File: src/rtl/dmem_arbiter.sv
// Shares one single-ported byte memory between instruction fetch and MEM-stage load/store.
// Define MISALIGN_CHK_EN to block misaligned accesses and flag them through i_err/d_err.
module dmem_arbiter #(
  parameter int MAX_WAIT = 4,
  parameter int ADDR_W   = 8
) (
  input  logic              clk,
  input  logic              rst,
  input  logic              i_req,
  input  logic [ADDR_W-1:0] i_addr,
  output logic              i_gnt,
  output logic              i_valid,
  output logic [31:0]       i_rdata,
  output logic              i_err,
  input  logic              d_req,
  input  logic              d_we,
  input  logic [2:0]        d_fun3,
  input  logic [ADDR_W-1:0] d_addr,
  input  logic [31:0]       d_wdata,
  output logic              d_gnt,
  output logic              d_valid,
  output logic [31:0]       d_rdata,
  output logic              d_err,
  output logic              mem_read,
  output logic              mem_write,
  output logic [2:0]        mem_fun3,
  output logic [ADDR_W-1:0] mem_addr,
  output logic [31:0]       mem_wdata,
  input  logic [31:0]       mem_rdata
);

  typedef enum logic [1:0] {
    S_IDLE = 2'b00,
    S_D    = 2'b01,
    S_I    = 2'b10
  } state_t;

  localparam logic [3:0] LP_MAX_WAIT = 4'(MAX_WAIT);
  localparam logic [2:0] LP_FUN3_LW  = 3'b010;

  state_t      r_state;
  logic [3:0]  r_wait_cnt;
  logic        r_i_valid;
  logic        r_d_valid;
  logic [31:0] r_i_rdata;
  logic [31:0] r_d_rdata;
  logic        w_i_elig;
  logic        w_d_elig;
  logic        w_i_pri;
  logic        w_i_gnt;
  logic        w_d_gnt;
  logic        w_i_mis;
  logic        w_d_mis;

`ifdef MISALIGN_CHK_EN
  logic r_i_err;
  logic r_d_err;

  function automatic logic f_misaligned(input logic [2:0] fun3, input logic [1:0] addr_lo);
    logic v_mis;
    case (fun3[1:0])
      2'b01:   v_mis = addr_lo[0];
      2'b10:   v_mis = (addr_lo != 2'b00);
      default: v_mis = 1'b0;
    endcase
    return v_mis;
  endfunction

  assign w_d_mis = f_misaligned(d_fun3, d_addr[1:0]);
  assign w_i_mis = f_misaligned(LP_FUN3_LW, i_addr[1:0]);
  assign i_err   = r_i_err;
  assign d_err   = r_d_err;
`else
  assign w_d_mis = 1'b0;
  assign w_i_mis = 1'b0;
  assign i_err   = 1'b0;
  assign d_err   = 1'b0;
`endif

  // A requester sits out its own response cycle so a req that is being dropped is never served twice.
  assign w_d_elig = d_req & (r_state != S_D) & ~rst;
  assign w_i_elig = i_req & (r_state != S_I) & ~rst;
  assign w_i_pri  = (r_wait_cnt == LP_MAX_WAIT);
  assign w_d_gnt  = w_d_elig & ~(w_i_elig & w_i_pri);
  assign w_i_gnt  = w_i_elig & ~w_d_gnt;

  assign i_gnt   = w_i_gnt;
  assign d_gnt   = w_d_gnt;
  assign i_valid = r_i_valid;
  assign d_valid = r_d_valid;
  assign i_rdata = r_i_rdata;
  assign d_rdata = r_d_rdata;

  // Memory pins follow the winning requester; misaligned accesses keep both strobes low.
  always_comb begin
    mem_read  = 1'b0;
    mem_write = 1'b0;
    mem_fun3  = 3'b000;
    mem_addr  = {ADDR_W{1'b0}};
    mem_wdata = 32'h0000_0000;
    if (w_d_gnt) begin
      mem_read  = ~d_we & ~w_d_mis;
      mem_write = d_we & ~w_d_mis;
      mem_fun3  = d_fun3;
      mem_addr  = d_addr;
      mem_wdata = d_wdata;
    end else if (w_i_gnt) begin
      mem_read  = ~w_i_mis;
      mem_write = 1'b0;
      mem_fun3  = LP_FUN3_LW;
      mem_addr  = i_addr;
      mem_wdata = 32'h0000_0000;
    end else begin
      mem_read  = 1'b0;
      mem_write = 1'b0;
    end
  end

  // Grant-tracking FSM, starvation counter and registered responses.
  always_ff @(posedge clk) begin
    if (rst) begin
      r_state    <= S_IDLE;
      r_wait_cnt <= 4'd0;
      r_i_valid  <= 1'b0;
      r_d_valid  <= 1'b0;
      r_i_rdata  <= 32'h0000_0000;
      r_d_rdata  <= 32'h0000_0000;
`ifdef MISALIGN_CHK_EN
      r_i_err    <= 1'b0;
      r_d_err    <= 1'b0;
`endif
    end else begin
      if (w_d_gnt) begin
        r_state <= S_D;
      end else if (w_i_gnt) begin
        r_state <= S_I;
      end else begin
        r_state <= S_IDLE;
      end

      if (w_i_gnt) begin
        r_wait_cnt <= 4'd0;
      end else if (w_i_elig && (r_wait_cnt < LP_MAX_WAIT)) begin
        r_wait_cnt <= r_wait_cnt + 4'd1;
      end

      r_d_valid <= w_d_gnt;
      r_i_valid <= w_i_gnt;

      if (w_d_gnt) begin
        r_d_rdata <= (d_we | w_d_mis) ? 32'h0000_0000 : mem_rdata;
      end
      if (w_i_gnt) begin
        r_i_rdata <= w_i_mis ? 32'h0000_0000 : mem_rdata;
      end
`ifdef MISALIGN_CHK_EN
      if (w_d_gnt) begin
        r_d_err <= w_d_mis;
      end
      if (w_i_gnt) begin
        r_i_err <= w_i_mis;
      end
`endif
    end
  end

endmodule

File: config.mk
export PLATFORM = sky130hd
export DESIGN_NAME = dmem_arbiter
export DESIGN_NICKNAME = d
export VERILOG_FILES = /design/src/rtl/dmem_arbiter.sv
export SDC_FILE = /design/constraint.sdc
export NUM_CORES = 1
export LEC_CHECK = 0
export CORE_ASPECT_RATIO = 0.7
export CORE_MARGIN = 1.5
export CORE_UTILIZATION = 40
export DETAILED_ROUTE_END_ITERATION = 8
export PLACE_DENSITY = 0.94
export SKIP_LAST_GASP = 1
export SYNTH_ARGS = -nofsm -noshare
export SYNTH_HDL_FRONTEND = slang
export SYNTH_SLANG_ARGS = --single-unit
File: constraint.sdc
create_clock -name clk -period 3.5 [get_ports clk]
set_input_delay 0.875 -clock clk [delete_from_list [all_inputs] [get_ports clk]]
set_output_delay 0.875 -clock clk [all_outputs]
set_load 0.01 [all_outputs]
==> Yosys cells after proc, flatten, opt, wreduce, memory -nomap -nowiden <==
Index checks and enable logic that the tools add are counted.
{ "word_totals": {"regBits": 72, "latchBits": 0, "mem_bits_rw": 0, "romBits": 0, "inputBits": 88, "output_inout_bits": 115, "wordCells": 37, "mem_count": 0} }
{ "op_classes": {"addsub": 1, "multipliers": 0, "n_div": 0, "magnitude_cmp": 1, "eq_ne": 3, "shift": 0, "n_mux": 11, "n_bitwise": 11, "n_reduce_logical": 3} }
{ "op_table": {"columns": ["cell", "count"], "rows": [
  ["$mux 32", 2],
  ["$mux 8", 2],
  ["$and 1x1->1", 7],
  ["$add 4x1->4 const B", 1],
  ["$eq 4x3->1 const B", 1],
  ["$lt 4x3->1 const B", 1],
  ["$mux 1", 4],
  ["$mux 2", 2],
  ["$not 1->1", 4],
  ["$reduce_or 2->1", 2],
  ["$mux 3", 1],
  ["$ne 2x1->1 const B", 1],
  ["$ne 2x2->1 const B", 1],
  ["$logic_and 1x1->1", 1]
]} }

==> Logic depth before layout (Yosys ltp) <==
Gate-level depths: netlist (run 1).
{ "depth": {"depth_word": 10, "depth_mapped": 8, "mapped_depth_nobuf": 6} }

==> Worst setup path after synthesis (run 1) <==
No wires, ideal clock.
{ "synth_path": {"path_type": "input port to output port", "from": "input rst", "to": "output mem_wdata[21]", "arrival_ns": 1.898, "required_ns": 2.625, "path_slack_ns": 0.727, "stages": 5, "path_buffers": 2, "path_cell_list": "nand2b_4 -> or3_4 -> buf_6 -> buf_6 -> and3_1"} }
{ "synth_via": {"elab_chain_cells": 6, "elab_cells_between_ends": 7, "classes_between": "mux (1); bitwise (6)"} }
{ "synth_rtl": {"columns": ["element", "line_no", "rtl"], "rows": [
  ["start: declaration", "8", "input logic rst,"],
  ["$not 1->1 (*)", "81, 82", null],
  ["$and 1x1->1", "82", "assign w_i_elig = i_req & (r_state != S_I) & ~rst;"],
  ["$and 1x1->1", "84", "assign w_d_gnt = w_d_elig & ~(w_i_elig & w_i_pri);"],
  ["$not 1->1", "84", null],
  ["$and 1x1->1 (*)", "84", null],
  ["$mux 32 (*)", "101", "if (w_d_gnt) begin"],
  ["end: declaration", "28", "output logic [31:0] mem_wdata,"]
]} }
Every way passes the cells marked *; elsewhere a longest branch is shown, timed or not.

==> Worst setup path in the final report (run 1) <==
{ "layout_path": {"from": "input d_req", "to": "output mem_wdata[27]"} }
{ "layout_via": {"elab_chain_cells": 4} }
{ "layout_rtl": {"columns": ["element", "line_no", "rtl"], "rows": [
  ["start: declaration", "15", "input logic d_req,"],
  ["$and 1x1->1 (2 in a row)", "81", "assign w_d_elig = d_req & (r_state != S_D) & ~rst;"],
  ["$and 1x1->1", "84", null],
  ["$mux 32", "101", null]
]} }
No other way between the ends.

==> results of run 1 <==
==> through the flow <==
stage | instances | area, um2 | hold WS, ps | total power (uW)
after floorplan | 374 | 3260 | 479 | 1040
after global placement | 658 | 5380 | 451 | 1300
after detailed placement | 658 | 5380 | 456 | 1320
after CTS | 674 | 5700 | 468 | 2310
after global routing | 679 | 5810 | 479 | 2370
final | 679 | 5810 | 469 | 2290
==> cell usage in the layout, fill, tap and decap left out, types with 4 or more instances in the layout <==
cell | netlist | final
clkdlybuf4s50_1 | 0 | 174
dfxtp_1 | 71 | 71
and3_1 | 35 | 35
o21ai_0 | 34 | 34
a21oi_1 | 33 | 33
nand4b_1 | 32 | 32
nand2b_1 | 29 | 29
nand2_1 | 29 | 29
o21ai_1 | 26 | 26
buf_4 | 9 | 24
dlymetal6s2s_1 | 0 | 21
clkbuf_16 | 0 | 10
a22o_1 | 8 | 8
nor3_1 | 5 | 5
mux2i_1 | 5 | 5
nor2_1 | 5 | 5
dlygate4sd2_1 | 0 | 4
==> routing by layer <==
metal  vias up  routed length [um]
met2       163                5840
met5         -                   0
met4         0                 103
met3        12                1070
met1      1672                4630
li1       1731                   -
==> critical path, cell delays in order <==
cell and delay [ps]:
clkdlybuf4s50_1 450, nor2b_2 140, buf_4 140, and2_4 190
buf_4 160, and3_1 180, clkdlybuf4s50_1 530
==> how the worst max path moves through the flow <==
stage               endpoint  slack [ps]
6_report       mem_wdata[27]         -50
5_1_grt        mem_wdata[27]        -120
2_1_floorplan  mem_wdata[21]         730
3_5_place_dp    mem_wdata[6]        -160
4_1_cts             mem_read        -110
3_3_place_gp        mem_read        -140
==> power by group through the flow <==
stage	Clock, uW	Sequential, uW	Combinational (uW)
after floorplan	0	903	141
after global placement	0	884	421
after detailed placement	0	887	429
after CTS	1010	871	429
after global routing	1040	874	461
final	985	871	432
==> cell families after synthesis <==
family / count (synthesis) / share of synthesized area [%]
fa+ha+maj: 2 / 0.769
compound gates: 105 / 17.7
mux: 5 / 1.54
simple gates: 146 / 29.1
xor+xnor: 1 / 0.269
buf+inv: 42 / 6.92
other cells: 1 / 0.115
flops: 71 / 43.7
==> area by class of cell <==
type | instances | area share, %
Multi-Input combinational cell | 262 | 28.2
Sequential cell | 71 | 24.5
Clock buffer | 13 | 4.48
Tap cell | 101 | 2.18
Clock inverter | 3 | 1.12
Inverter | 2 | 0.129
Timing Repair Buffer | 227 | 39.4
==> registers in the layout, summed over array words and instances (netlist names) <==
name / count
d_rdata: 32
r_wait_cnt: 4
i_rdata: 32
r_state: 2
i_valid: 1
==> repair_timing <==
action	4_1_cts	5_1_grt
setup endpoints to repair	45	41
setup buffers	0	3
cloned	0	2
pin swaps	2	1
gates resized for setup	4	23
==> key figures, run 1 <==
Detailed routing
  – Vias/cell: between 5 and 6
  – Vias: 3578
  – Initial DRC count: 211
  – Routed Antenna Nets: 0
  – Final WL: between 10 and 15 mm
  – Drt first pass iters: 5
  – Routed length per placed instance: 17.2 um
  – Remaining DRCs: 0

Pwr
  – Sw frac: between 20% and 30%
  – Logic pwr share: 18.9%
  – Cell Int Power: ~1800 uW
  – Clk pwr share: 43.1%
  – P per Cell Area: 394 nW/um2
  – VDD IR max: 0.451 mV
  – Net switching power: 520 uW
  – LEAKAGE: ~0.0025 uW
  – Sequential share of power: 38.1%

Global routing
  – First-pass GRT wire length: 17.4 mm
  – Layer with the highest usage: met2
  – Total track usage: 25.2%
  – Largest net degree at the start of global routing: 68
  – GRT met2 Usage: between 40% and 50%
  – Initial antenna violation count: 0
  – Aggregate global routing overflow: 0
  – Met1 GRT Util: between 20 and 30%
  – Grt met3 use: 9.50%
  – Vias in the first global route: 3440

STA
  – Final slew viol count: 0
  – Final setup violation count: 20
  – Fmax: ~0.28 GHz
  – RSZ-0062 raised after global routing: yes
  – Worst-margin pin slew: 635 ps
  – Setup TNS: -527 ps
  – Minimum clock period: about 3600 ps
  – Final Hold Vio Count: 0
  – Clk_skew: 5.25 ps
  – Worst setup margin: -51.5 ps
  – Fin crit share: 101%
  – Relative slew slack: 57.7%

Synth
  – Avg Inst Size Synth: 8.73 um2
  – Seq/Total Area, Yosys: 43.7%
  – Ys async rst share: 0%
  – EDFF count, synth: 0
  – Top cells by area, synth: dfxtp_1, nand4b_1, and3_1
  – Post-synthesis cell count: 373
  – Most frequent cell after synthesis: dfxtp_1
  – Syn Std Cell Area: approximately 3300 um2
  – Most used DFF post-synth: dfxtp_1
  – Synthesis Warnings: 0
  – Leading area contributor after synthesis: dfxtp_1
  – Yosys reg bits: 71
  – Yosys top cell area share: 43.7%
  – Distinct cells, synth: 33
  – Post-synth top cells: dfxtp_1, and3_1, o21ai_0

Outcome
  – Status: complete, but fails checks
  – Violated checks: setup timing

Floorplanning
  – Core area: 7870 um2
  – Initial cell density of the core: 41.4%
  – Die Span Y: 78.5 um
  – Row count: 27
  – Full die area: 8700 um2
  – IO Count: 203
  – Chip Width: 111 um

Clock network
  – Clock Path Buffers: 2
  – # hold bufs at CTS: 0
  – Number of CTS-inserted buffers: 9
  – Reg clk slew, reported paths: 60 ps
  – H-tree depth: 3
  – CTS sink count: 71
  – Clk Latency, worst-skew pair: around 330 ps
  – CTS root buf: clkbuf_16
  – CTS tree: built

Worst setup path
  – Reg2reg path depth: 9
  – Critical path capture point type: output port
  – R2R Setup Slk: 1440 ps
  – CP Max Fanout: 11
  – Critical R2R Launch: r_wait_cnt[0]
  – Critical path type: input port to output port
  – FF-to-FF End: i_rdata[1]
  – Crit start category: input port
  – Critical Path RT: ~2600 ps
  – WP data arrival: 2680 ps
  – Worst Setup SP: d_req

Worst hold path
  – Worst hold path cell count: 2
  – Hold crit path type: flip-flop to flip-flop
  – Min-Delay Startpoint: i_rdata[23]
  – Worst Hold Endpoint: i_rdata[23]

Placed design
  – Hpwl dp: 8.19 mm
  – Gpl congestion: 0.807
  – Number of port buffers: 200
  – Pre-CTS setup slack: -163 ps

Flow run
  – Number of max-cap violations: 0

Finish
  – Final net count: 663
  – Layout area overhead: 78.4%
  – Final core occ: between 70% and 80%
  – Area occupied by multi-input gates: between 1500 and 2000 um2
  – Sequential cell area: ~1400 um2
  – Ratio of cells with drive above 1 in the final layout: 9.17%
  – Antenna cell count: 0
  – Fillers: around 560
Power figures use the tool's default switching activity.
==> run 2: changes to the inputs <==
--- a/config.mk
+++ b/config.mk
@@ -11,6 +11,7 @@
 export DETAILED_ROUTE_END_ITERATION = 8
 export PLACE_DENSITY = 0.94
 export SKIP_LAST_GASP = 1
+export SLEW_MARGIN = 15
 export SYNTH_ARGS = -nofsm -noshare
 export SYNTH_HDL_FRONTEND = slang
 export SYNTH_SLANG_ARGS = --single-unit
==> results of run 2 <==
Final layout, timing and power as in run 1 (identical DEF).
